## config.mk

```make
export PLATFORM = sky130hd
export DESIGN_NAME = mbu_banked
export DESIGN_NICKNAME = d
export VERILOG_FILES = /design/src/rtl/mbu_pkg.sv /design/src/rtl/mbu_regfile.sv /design/src/rtl/mbu_banked.sv
export SDC_FILE = /design/constraint.sdc
export NUM_CORES = 1
export LEC_CHECK = 0
export ABC_AREA = 1
export CAP_MARGIN = 20
export CORE_ASPECT_RATIO = 0.8
export CORE_MARGIN = 5
export CORE_UTILIZATION = 45
export CTS_BUF_LIST = sky130_fd_sc_hd__clkbuf_8
export CTS_CLUSTER_SIZE = 10
export DETAILED_ROUTE_END_ITERATION = 16
export PLACE_DENSITY = 0.73
export RECOVER_POWER = 100
export SYNTH_ARGS = -nofsm -noshare
export SYNTH_HDL_FRONTEND = slang
export SYNTH_SLANG_ARGS = --single-unit
```

## constraint.sdc

```tcl
create_clock -name clk -period 5.23 [get_ports clk]
set_input_delay 1.569 -clock clk [delete_from_list [all_inputs] [get_ports clk]]
set_output_delay 1.569 -clock clk [all_outputs]
set_load 0.01 [all_outputs]
```

## src/rtl/mbu_pkg.sv

```systemverilog
// Shared constants and types for the memory bank unit.
package mbu_pkg;

  localparam logic [7:0]  IOBASE_DEF = 8'h08;
  localparam int unsigned MBP        = 0;
  localparam int unsigned MBD        = 1;
  localparam int unsigned MBS        = 2;

  typedef enum logic [1:0] {SRC_MBP, SRC_WAR, SRC_IO, SRC_DEF} sel_src_t;
  typedef enum logic {ST_DISABLED, ST_ENABLED} mbu_state_t;

  // CTRL register sits directly above the bank register window
  function automatic logic [7:0] ctrl_addr(input logic [7:0] base, input int unsigned nregs);
    return 8'(32'(base) + nregs);
  endfunction

endpackage

```

## src/rtl/mbu_regfile.sv

```systemverilog
// Bank register file: prioritised writes, auto-increment, two combinational
// read ports and a shadow copy of the low registers for context switches.
module mbu_regfile import mbu_pkg::*; #(
  parameter int unsigned NREGS  = 8,
  parameter int unsigned AW     = 8,
  parameter int unsigned SHADOW = 4,
  parameter int unsigned IW     = $clog2(NREGS)
) (
  input  logic          clk,
  input  logic          reset,
  input  logic          wr_mbp_en,
  input  logic [AW-1:0] wr_mbp_data,
  input  logic          io_wr_en,
  input  logic [IW-1:0] io_wr_idx,
  input  logic [AW-1:0] io_wr_data,
  input  logic          inc_en,
  input  logic [IW-1:0] inc_idx,
  input  logic          save,
  input  logic          restore,
  input  logic [IW-1:0] rd_idx_a,
  output logic [AW-1:0] rd_data_a,
  input  logic [IW-1:0] rd_idx_b,
  output logic [AW-1:0] rd_data_b
);

  logic [AW-1:0] regs     [NREGS];
  logic [AW-1:0] regs_nxt [NREGS];
  logic [AW-1:0] shadow   [SHADOW];

  assign rd_data_a = regs[rd_idx_a];
  assign rd_data_b = regs[rd_idx_b];

  // Later assignments override earlier ones: restore > CU > I/O > increment
  always_comb begin
    regs_nxt = regs;
    if (inc_en)    regs_nxt[inc_idx]   = regs[inc_idx] + AW'(1);
    if (io_wr_en)  regs_nxt[io_wr_idx] = io_wr_data;
    if (wr_mbp_en) regs_nxt[MBP]       = wr_mbp_data;
    if (restore) begin
      for (int i = 0; i < int'(SHADOW); i++) regs_nxt[i] = shadow[i];
    end
  end

  always_ff @(posedge clk) begin
    if (reset) begin
      for (int i = 0; i < int'(NREGS); i++) regs[i] <= '0;
      for (int i = 0; i < int'(SHADOW); i++) shadow[i] <= '0;
    end else begin
      regs <= regs_nxt;
      if (save) begin
        for (int i = 0; i < int'(SHADOW); i++) shadow[i] <= regs[i];
      end
    end
  end

endmodule

```

## src/rtl/mbu_banked.sv

```systemverilog
// Memory bank unit: enable FSM, index-pending flag, read-select mux and
// registered I/O read path around the bank register file.
module mbu_banked import mbu_pkg::*; #(
  parameter int unsigned NREGS  = 8,
  parameter int unsigned AW     = 8,
  parameter int unsigned SHADOW = 4,
  parameter logic [7:0]  IOBASE = IOBASE_DEF
) (
  input  logic                     clk,
  input  logic                     reset,
  input  logic                     fpram_rom_n,
  input  logic                     io_wr,
  input  logic                     io_rd,
  input  logic [7:0]               io_addr,
  input  logic [AW-1:0]            io_wdata,
  output logic [AW-1:0]            io_rdata,
  output logic                     io_rvalid,
  input  logic                     cu_wr_mbp,
  input  logic                     cu_rd_mbp,
  input  logic [AW-1:0]            ibus_wdata,
  output logic [AW-1:0]            ibus_rdata,
  input  logic                     war,
  input  logic [1:0]               waddr_idx,
  input  logic                     ir_idx_req,
  input  logic [$clog2(NREGS)-1:0] ir,
  input  logic                     ar_carry,
  input  logic                     ctx_save,
  input  logic                     ctx_restore,
  output logic [AW-1:0]            aext,
  output logic                     enabled
);

  localparam int unsigned IW        = $clog2(NREGS);
  localparam logic [7:0]  CTRL_ADDR = ctrl_addr(IOBASE, NREGS);

  mbu_state_t     state;
  logic           idx_pend;
  logic [NREGS-1:0] ctrl;
  logic [7:0]     io_ofs;
  logic           io_is_reg;
  logic           io_is_ctrl;
  sel_src_t       src;
  logic [IW-1:0]  war_idx;
  logic [IW-1:0]  sel;
  logic [AW-1:0]  rd_a;
  logic [AW-1:0]  rd_b;
  logic [AW-1:0]  dis_val;
  logic           inc_en;

  assign io_ofs     = io_addr - IOBASE;
  assign io_is_reg  = (io_addr >= IOBASE) && (io_ofs < 8'(NREGS));
  assign io_is_ctrl = (io_addr == CTRL_ADDR);
  assign war_idx    = (idx_pend && waddr_idx == 2'd3) ? ir : IW'(waddr_idx);
  assign dis_val    = {fpram_rom_n, {(AW-1){1'b0}}};
  assign enabled    = (state == ST_ENABLED);

  // Read-select priority: CU MBP read, AR indexing, I/O read, default MBP
  always_comb begin
    src = SRC_DEF;
    sel = IW'(MBP);
    if (cu_rd_mbp)              src = SRC_MBP;
    else if (war)               src = SRC_WAR;
    else if (io_rd && io_is_reg) src = SRC_IO;
    case (src)
      SRC_WAR: sel = war_idx;
      SRC_IO:  sel = io_ofs[IW-1:0];
      default: sel = IW'(MBP);
    endcase
  end

  assign aext       = enabled ? rd_a : dis_val;
  assign ibus_rdata = cu_rd_mbp ? aext : '0;
  assign inc_en     = war && ar_carry && enabled && ctrl[sel];

  mbu_regfile #(
    .NREGS  (NREGS),
    .AW     (AW),
    .SHADOW (SHADOW),
    .IW     (IW)
  ) u_regfile (
    .clk         (clk),
    .reset       (reset),
    .wr_mbp_en   (cu_wr_mbp),
    .wr_mbp_data (ibus_wdata),
    .io_wr_en    (io_wr && io_is_reg),
    .io_wr_idx   (io_ofs[IW-1:0]),
    .io_wr_data  (io_wdata),
    .inc_en      (inc_en),
    .inc_idx     (sel),
    .save        (ctx_save),
    .restore     (ctx_restore),
    .rd_idx_a    (sel),
    .rd_data_a   (rd_a),
    .rd_idx_b    (io_ofs[IW-1:0]),
    .rd_data_b   (rd_b)
  );

  // Enable FSM, index-pending flag, CTRL mask and I/O read register
  always_ff @(posedge clk) begin
    if (reset) begin
      state     <= ST_DISABLED;
      idx_pend  <= 1'b0;
      ctrl      <= '0;
      io_rvalid <= 1'b0;
      io_rdata  <= '0;
    end else begin
      case (state)
        ST_DISABLED: if (io_wr && io_is_reg) state <= ST_ENABLED;
        default:     state <= ST_ENABLED;
      endcase
      if (ir_idx_req)  idx_pend <= 1'b1;
      else if (war)    idx_pend <= 1'b0;
      if (io_wr && io_is_ctrl) ctrl <= NREGS'(io_wdata);
      io_rvalid <= io_rd;
      if (io_rd) begin
        if (io_is_reg)       io_rdata <= enabled ? rd_b : dis_val;
        else if (io_is_ctrl) io_rdata <= AW'(ctrl);
        else                 io_rdata <= '0;
      end
    end
  end

endmodule

```

==> results.py <==
metrics = {
    "placement": {
        "placement.io_buffers": 66,
        "place_inst": 1372,
        "globalplace.congestion": 1.01,
        "dp_slack_ns": -1.13,
        "dpl.hpwl_um": 19200,
    },
    "synth": {
        "yosysMostFrequentCell": "nand2_1",
        "yosysWarnings": 0,
        "synth_fa_ha_area_share_pct": 0.713,
        "synth_edf_count": 32,
        "yosysTopAreaCell": "dfxtp_1",
        "async_flop_share_pct": 0,
        "synth_top_family_by_area": "compound AO/OA/AOI/OAI gates",
        "yosys.area_share.simple_pct": 24.8,
        "synth_xor_xnor_area_share_pct": 0.250,
        "synth_top_area_share_pct": 23.7,
        "synth_area_leaders": "dfxtp_1 (24%), edfxtp_1 (14%), nand2_1 (12%), a21oi_1 (12%), o21ai_0 (7.3%)",
        "syn_inst": 1066,
        "synthesis.nets": 1111,
        "ys_seq_area_share_pct": 37.4,
        "avgSynthCellArea_um2": 6.58,
        "synth_compound_area_share_pct": 25.7,
        "syn_area_um2": 7020,
        "synth_seq_cells": 115,
        "ys_types": 42,
        "synth_flop_cell": "dfxtp_1",
        "synthMuxAreaShare_pct": 0,
        "synth_common_cells": "nand2_1 (233), a21oi_1 (170), inv_1 (123)",
    },
    "global_route": {
        "grt_overflow_total": 0,
        "grt_max_degree": 49,
        "grt_pass1_wl_um": 43100,
        "grt_pass1_vias": 7426,
        "antenna_found_initial": 0,
        "grt_usage_pct": 31.3,
    },
    "cells_and_area": {
        "fin_nets": 1294,
        "nFillCells": 1343,
        "stdcell_count": 1472,
        "final_util_pct": 64.4,
        "multi_input_area_um2": 3940,
        "regArea_um2": 2620,
        "synthToLayoutAreaGrowth_pct": 39.3,
        "diodes": 0,
        "drive_gt1_share_pct": 25.0,
    },
    "timing": {
        "hold_viol": 0,
        "fmax_ghz": 0.182,
        "worst_pin_slew_ns": 2.43,
        "rsz0062_at_grt": "true",
        "layout_setup_ws_ns": -0.250,
        "slew_headroom_pct": -61.7,
        "period_minus_slack_ns": 5.48,
        "period_share_pct": 105,
        "fin_skew_ns": 0.0130,
        "setup_viol": 17,
        "timing.hold.ws_ns": 0.493,
        "slew_violations": 66,
    },
    "min_path": {
        "hp-class": "flop to flop",
        "hp-start": "u_regfile.regs[2]$_SDFF_PP0_",
        "min_path_cells": 2,
        "holdPathEnd": "u_regfile.regs[2]$_SDFF_PP0_",
    },
    "route": {
        "num_vias": 8475,
        "wl_um": 29300,
        "drc": 0,
        "wire_per_inst_um": 19.9,
        "first_iter_violations": 1277,
        "vias_per_cell": 5.76,
        "antenna_left": 0,
        "dr.pass1.iters": 6,
    },
    "power_and_ir_drop": {
        "vdd_drop_max_mv": 0.174,
        "p_leak_uw": 0.00420,
        "p_per_area_nw_per_um2": 249,
        "finalPower_uw": 2430,
    },
    "clock_tree": {
        "htreeDepth": 4,
        "cts.sinks": 115,
        "clkTransAtPathRegs_ns": 0.07,
        "clock_latency_ns": 0.47,
        "cts_buffer_depth": 2,
        "cts_made_buffers": 17,
        "hold_buffers": 0,
        "cts_root_buf": "clkbuf_8",
        "cts_tree": "done",
    },
    "outcome": {
        "violations": "capacitance limit, slew limit, setup timing",
        "outcome": "finished, violations left",
    },
    "setup_path": {
        "r2r_slack_ns": 2.19,
        "regToRegEndpoint": "u_regfile.regs[35]$_SDFF_PP0_",
        "ff2ff_path_depth": 21,
        "r2r-start": "idx_pend$_SDFFE_PP0P_",
        "critical_path.startpoint_type": "input port",
        "critPathTopFamily": "simple AND/OR/NAND/NOR gates",
        "critPathRequiredTime_ns": 3.66,
        "end_kind": "output pin",
        "crit_type": "input port to output pin",
        "slowest_stage": "buf_4",
        "crit_fanout": 6,
        "crit_buf_inv": 7,
        "worstPathArrival_ns": 3.91,
        "max_stage_delay_ns": 0.16,
    },
    "floorplan": {
        "pin_count": 67,
        "die_area_um2": 18200,
        "initial_core_util_pct": 46.3,
        "core-area_um2": 15200,
        "rows": 40,
        "die_x_um": 150,
        "fp.dieH_um": 122,
    },
    "job": {
        "cap_violations": 2,
    },
}
metal layers:
metal	vias to the layer above	part of all wire (%)	track usage, %
met1	3910	41	43.8
met4	0	4.3	13.3
met5	-	0	0
met3	88	12	7.55
met2	574	43	46.3
li1	3903	-	-
kinds of logic after synthesis:
group                      after synthesis
adders and majority gates                4
xor gates and xnor gates                 2
buffers and inverters                  190
AOI/OAI and AO/OA                      342
DFF                                    115
and+or+nand+nor                        413
flip-flops by register name, summed over array words and instances (netlist names):
signal and flops:
io_rdata 8, enabled 1, io_rvalid 1, u_regfile.shadow 32
u_regfile.regs 64, ctrl 8, idx_pend 1
how the worst max path moves through the flow:
stage | depth (start not counted) | slack (ns) | end | startpoint
after floorplan | 25 | -0.12 | ibus_rdata[7] | io_addr[4]
after global placement | 21 | -1.08 | ibus_rdata[0] | io_addr[4]
after detailed placement | 21 | -1.13 | ibus_rdata[0] | io_addr[4]
after CTS | 24 | -0.05 | ibus_rdata[7] | io_addr[4]
after global routing | 25 | -0.39 | ibus_rdata[0] | io_addr[4]
final | 25 | -0.25 | ibus_rdata[0] | io_addr[4]
metrics by stage:
stage	area, µm²	setup TNS, ns
after detailed placement	8470	-27.36
final	9770	-3.42
after CTS	9540	-0.640
after global placement	8470	-24.47
after floorplan	7080	-0.162
after global routing	9770	-12.06
worst register-to-register path, cell delays in order, from the launching register on:
cell     delay, ns
dfxtp_1       0.38
nand3_1       0.18
nand2_4       0.14
nand2_8       0.10
nand2_8       0.14
buf_8         0.13
nand2_1       0.06
o21ai_2       0.06
nand2_1       0.06
nand2_1       0.09
nand2_2       0.07
nand2_2       0.10
buf_4         0.14
inv_4         0.03
buf_4         0.19
nand2_2       0.15
nand2_1       0.06
nand2_1       0.30
buf_4         0.21
nor2_1        0.04
o21ai_0       0.16
a21oi_1       0.08
report_power, final:
part           leakage [µW]  internal [µW]  switching (µW)
clock              0.000224            529             376
combinational       0.00295            220             345
sequential          0.00103            948            14.2
total               0.00420           1700             735
area by class of cell:
| class | count | area share, % |
|---|---|---|
| repair buffers | 211 | 19.7 |
| well taps | 210 | 2.69 |
| flip-flops and latches | 115 | 26.8 |
| clock buffers | 22 | 3.10 |
| multi-input cells | 763 | 40.3 |
| inverters | 138 | 5.85 |
| clock inverters | 10 | 1.32 |
| repair inverters | 3 | 0.230 |
cell usage in the layout (no fill, tap or decap), drive strengths merged, types with 2 or more instances in the layout:
| master | instances |
|---|---|
| o2111ai | 5 |
| dlygate4sd2 | 4 |
| ha | 4 |
| buf | 155 |
| clkdlybuf4s50 | 33 |
| nand3 | 44 |
| o21ai | 138 |
| bufinv | 3 |
| o211ai | 7 |
| a21oi | 174 |
| nand2 | 246 |
| dlygate4sd3 | 10 |
| nor3 | 11 |
| clkbuf | 30 |
| dfxtp | 83 |
| nor2 | 103 |
| nand4 | 3 |
| clkinv | 9 |
| nand3b | 6 |
| o22ai | 14 |
| o31ai | 2 |
| clkinvlp | 8 |
| inv | 131 |
| edfxtp | 32 |
repair_timing:
| action | CTS | global route |
|---|---|---|
| cloned | 7 | 4 |
| pin swaps | 25 | 22 |
| setup endpoints to repair | 16 | 88 |
| buffers inserted | 48 | 14 |
| gates resized for setup | 157 | 60 |
Note: power is estimated with default switching activity, not from simulation.
==> RTL edit (config.mk and constraints unchanged) <==
Add an input register stage for `ibus_wdata`; this delays it by one clock. The other inputs are not delayed to match.
--- a/src/rtl/mbu_banked.sv
+++ b/src/rtl/mbu_banked.sv
@@ -32,6 +32,12 @@
 
   localparam int unsigned IW        = $clog2(NREGS);
   localparam logic [7:0]  CTRL_ADDR = ctrl_addr(IOBASE, NREGS);
+
+  logic [AW-1:0] ibus_wdata_q;
+
+  always_ff @(posedge clk) begin
+    ibus_wdata_q <= ibus_wdata;
+  end
 
   mbu_state_t     state;
   logic           idx_pend;
@@ -81,7 +87,7 @@
     .clk         (clk),
     .reset       (reset),
     .wr_mbp_en   (cu_wr_mbp),
-    .wr_mbp_data (ibus_wdata),
+    .wr_mbp_data (ibus_wdata_q),
     .io_wr_en    (io_wr && io_is_reg),
     .io_wr_idx   (io_ofs[IW-1:0]),
     .io_wr_data  (io_wdata),
Function: changed (Yosys sat finds a counterexample within 4 cycles, from zero or initial values and one cycle with reset high).
==> RTL edit against the unedited design <==
Global-route usage rose by 0.18 points. The flow finishes with violations (negative setup slack). Sequential power rose by 6%. Area after synthesis up 2.5%. Sequential share of layout area up 1.3 points. Setup slack lost 24 ps. Via count fell by 0.73%. Hold slack worse by 8.7 ps. Power is 2.3% higher. Wire length up 0.15%. Sequential cell count is 8 higher. Design area up 1.3%. Clock power rose by 1%. Die area increased by 2.3%. Critical path type unchanged.
==> RTL edit: results <==
[run_status]
outcome = finished, violations left
violations = negative setup slack

[grt]
grtUsageMet1_pct = 44.46
grt_max_degree = 42
grt_pass1_wl_mm = 43.90
use_met3_pct = 7.622
track_usage_pct = 31.53

[synth]
synthDistinctLibCells = 46
ys_seq_area_share_pct = 38.68
synth_common_cells = nand2_1 (267), a21oi_1 (129), inv_1 (128)
syn_inst = 1073

[placed_design]
dp.cells = 1394
dp_slack_ps = -1241
dpl.hpwl_mm = 19.87
gp_congestion = 1.061

[finish]
layout-drive-gt1-share_pct = 23.06
fillerInstances = 1452

[timing]
setup_ws_ps = -273.8
finalSetupViolations = 24
hold_slack_ps = 484.3
tightest_slew_ps = 948.0
fin_setup_tns_ps = -4426

[power]
power_density_mw_per_mm2 = 251.3
leakage_nw = 4.225

[setup_path]
cpPeakStageDelay_ps = 250
arrival_ps = 3930
startpoint = io_addr[3]

[drt]
wl_per_cell_um = 19.85

[min_path]
hold_path_end = ctrl[4]
min_from = ctrl[4]
==> RTL edit: per-layer routing <==
| layer | routed length [µm] | vias up |
|---|---|---|
| li1 | - | 3907 |
| met3 | 3337 | 82 |
| met4 | 1188 | 0 |
| met2 | 12590 | 487 |
| met5 | 0 | - |
| met1 | 12200 | 3937 |
==> RTL edit: what timing repair did <==
item | in CTS | in global routing
pin swaps | 19 | 22
buffers inserted | 36 | 11
resized for setup | 130 | 53
cloned | 5 | 1
endpoints found under the setup margin | 16 | 24
hold buffers | 0 | 0
==> RTL edit: logic make-up (layout without fill, tap and decap cells) <==
kind of cell	count (synthesis)	in the layout	share of synthesized area, %
XOR/XNOR	1	1	0.1218
AO/OA/AOI/OAI	300	300	23.12
flip-flops	123	123	38.69
AND/OR/NAND/NOR	457	460	26.79
adder cells (fa/ha/maj)	4	4	0.6958
buffers and inverters	188	374	10.59
==> RTL edit: where the power goes <==
part / leakage (nW) / switching, mW / internal [mW]
clock network: 0.232 / 0.386 / 0.533
registers: 1.10 / 0.0120 / 1.01
logic: 2.90 / 0.339 / 0.209
==> RTL edit: worst max path at each step <==
stage	slack, ps	end
finish	-270	ibus_rdata[0]
global route	-420	ibus_rdata[5]
CTS	-170	ibus_rdata[5]
detailed placement	-1240	ibus_rdata[7]
global placement	-1200	ibus_rdata[7]
floorplan	-110	ibus_rdata[7]
==> RTL edit: area by class of cell <==
type                    instances  area share, %
repair buffers                198          17.86
inverters                     144          5.739
clock buffers                  19          2.642
flip-flops and latches        123          28.11
clock inverters                13          1.631
multi-input cells             765          41.30
well taps                     215          2.718
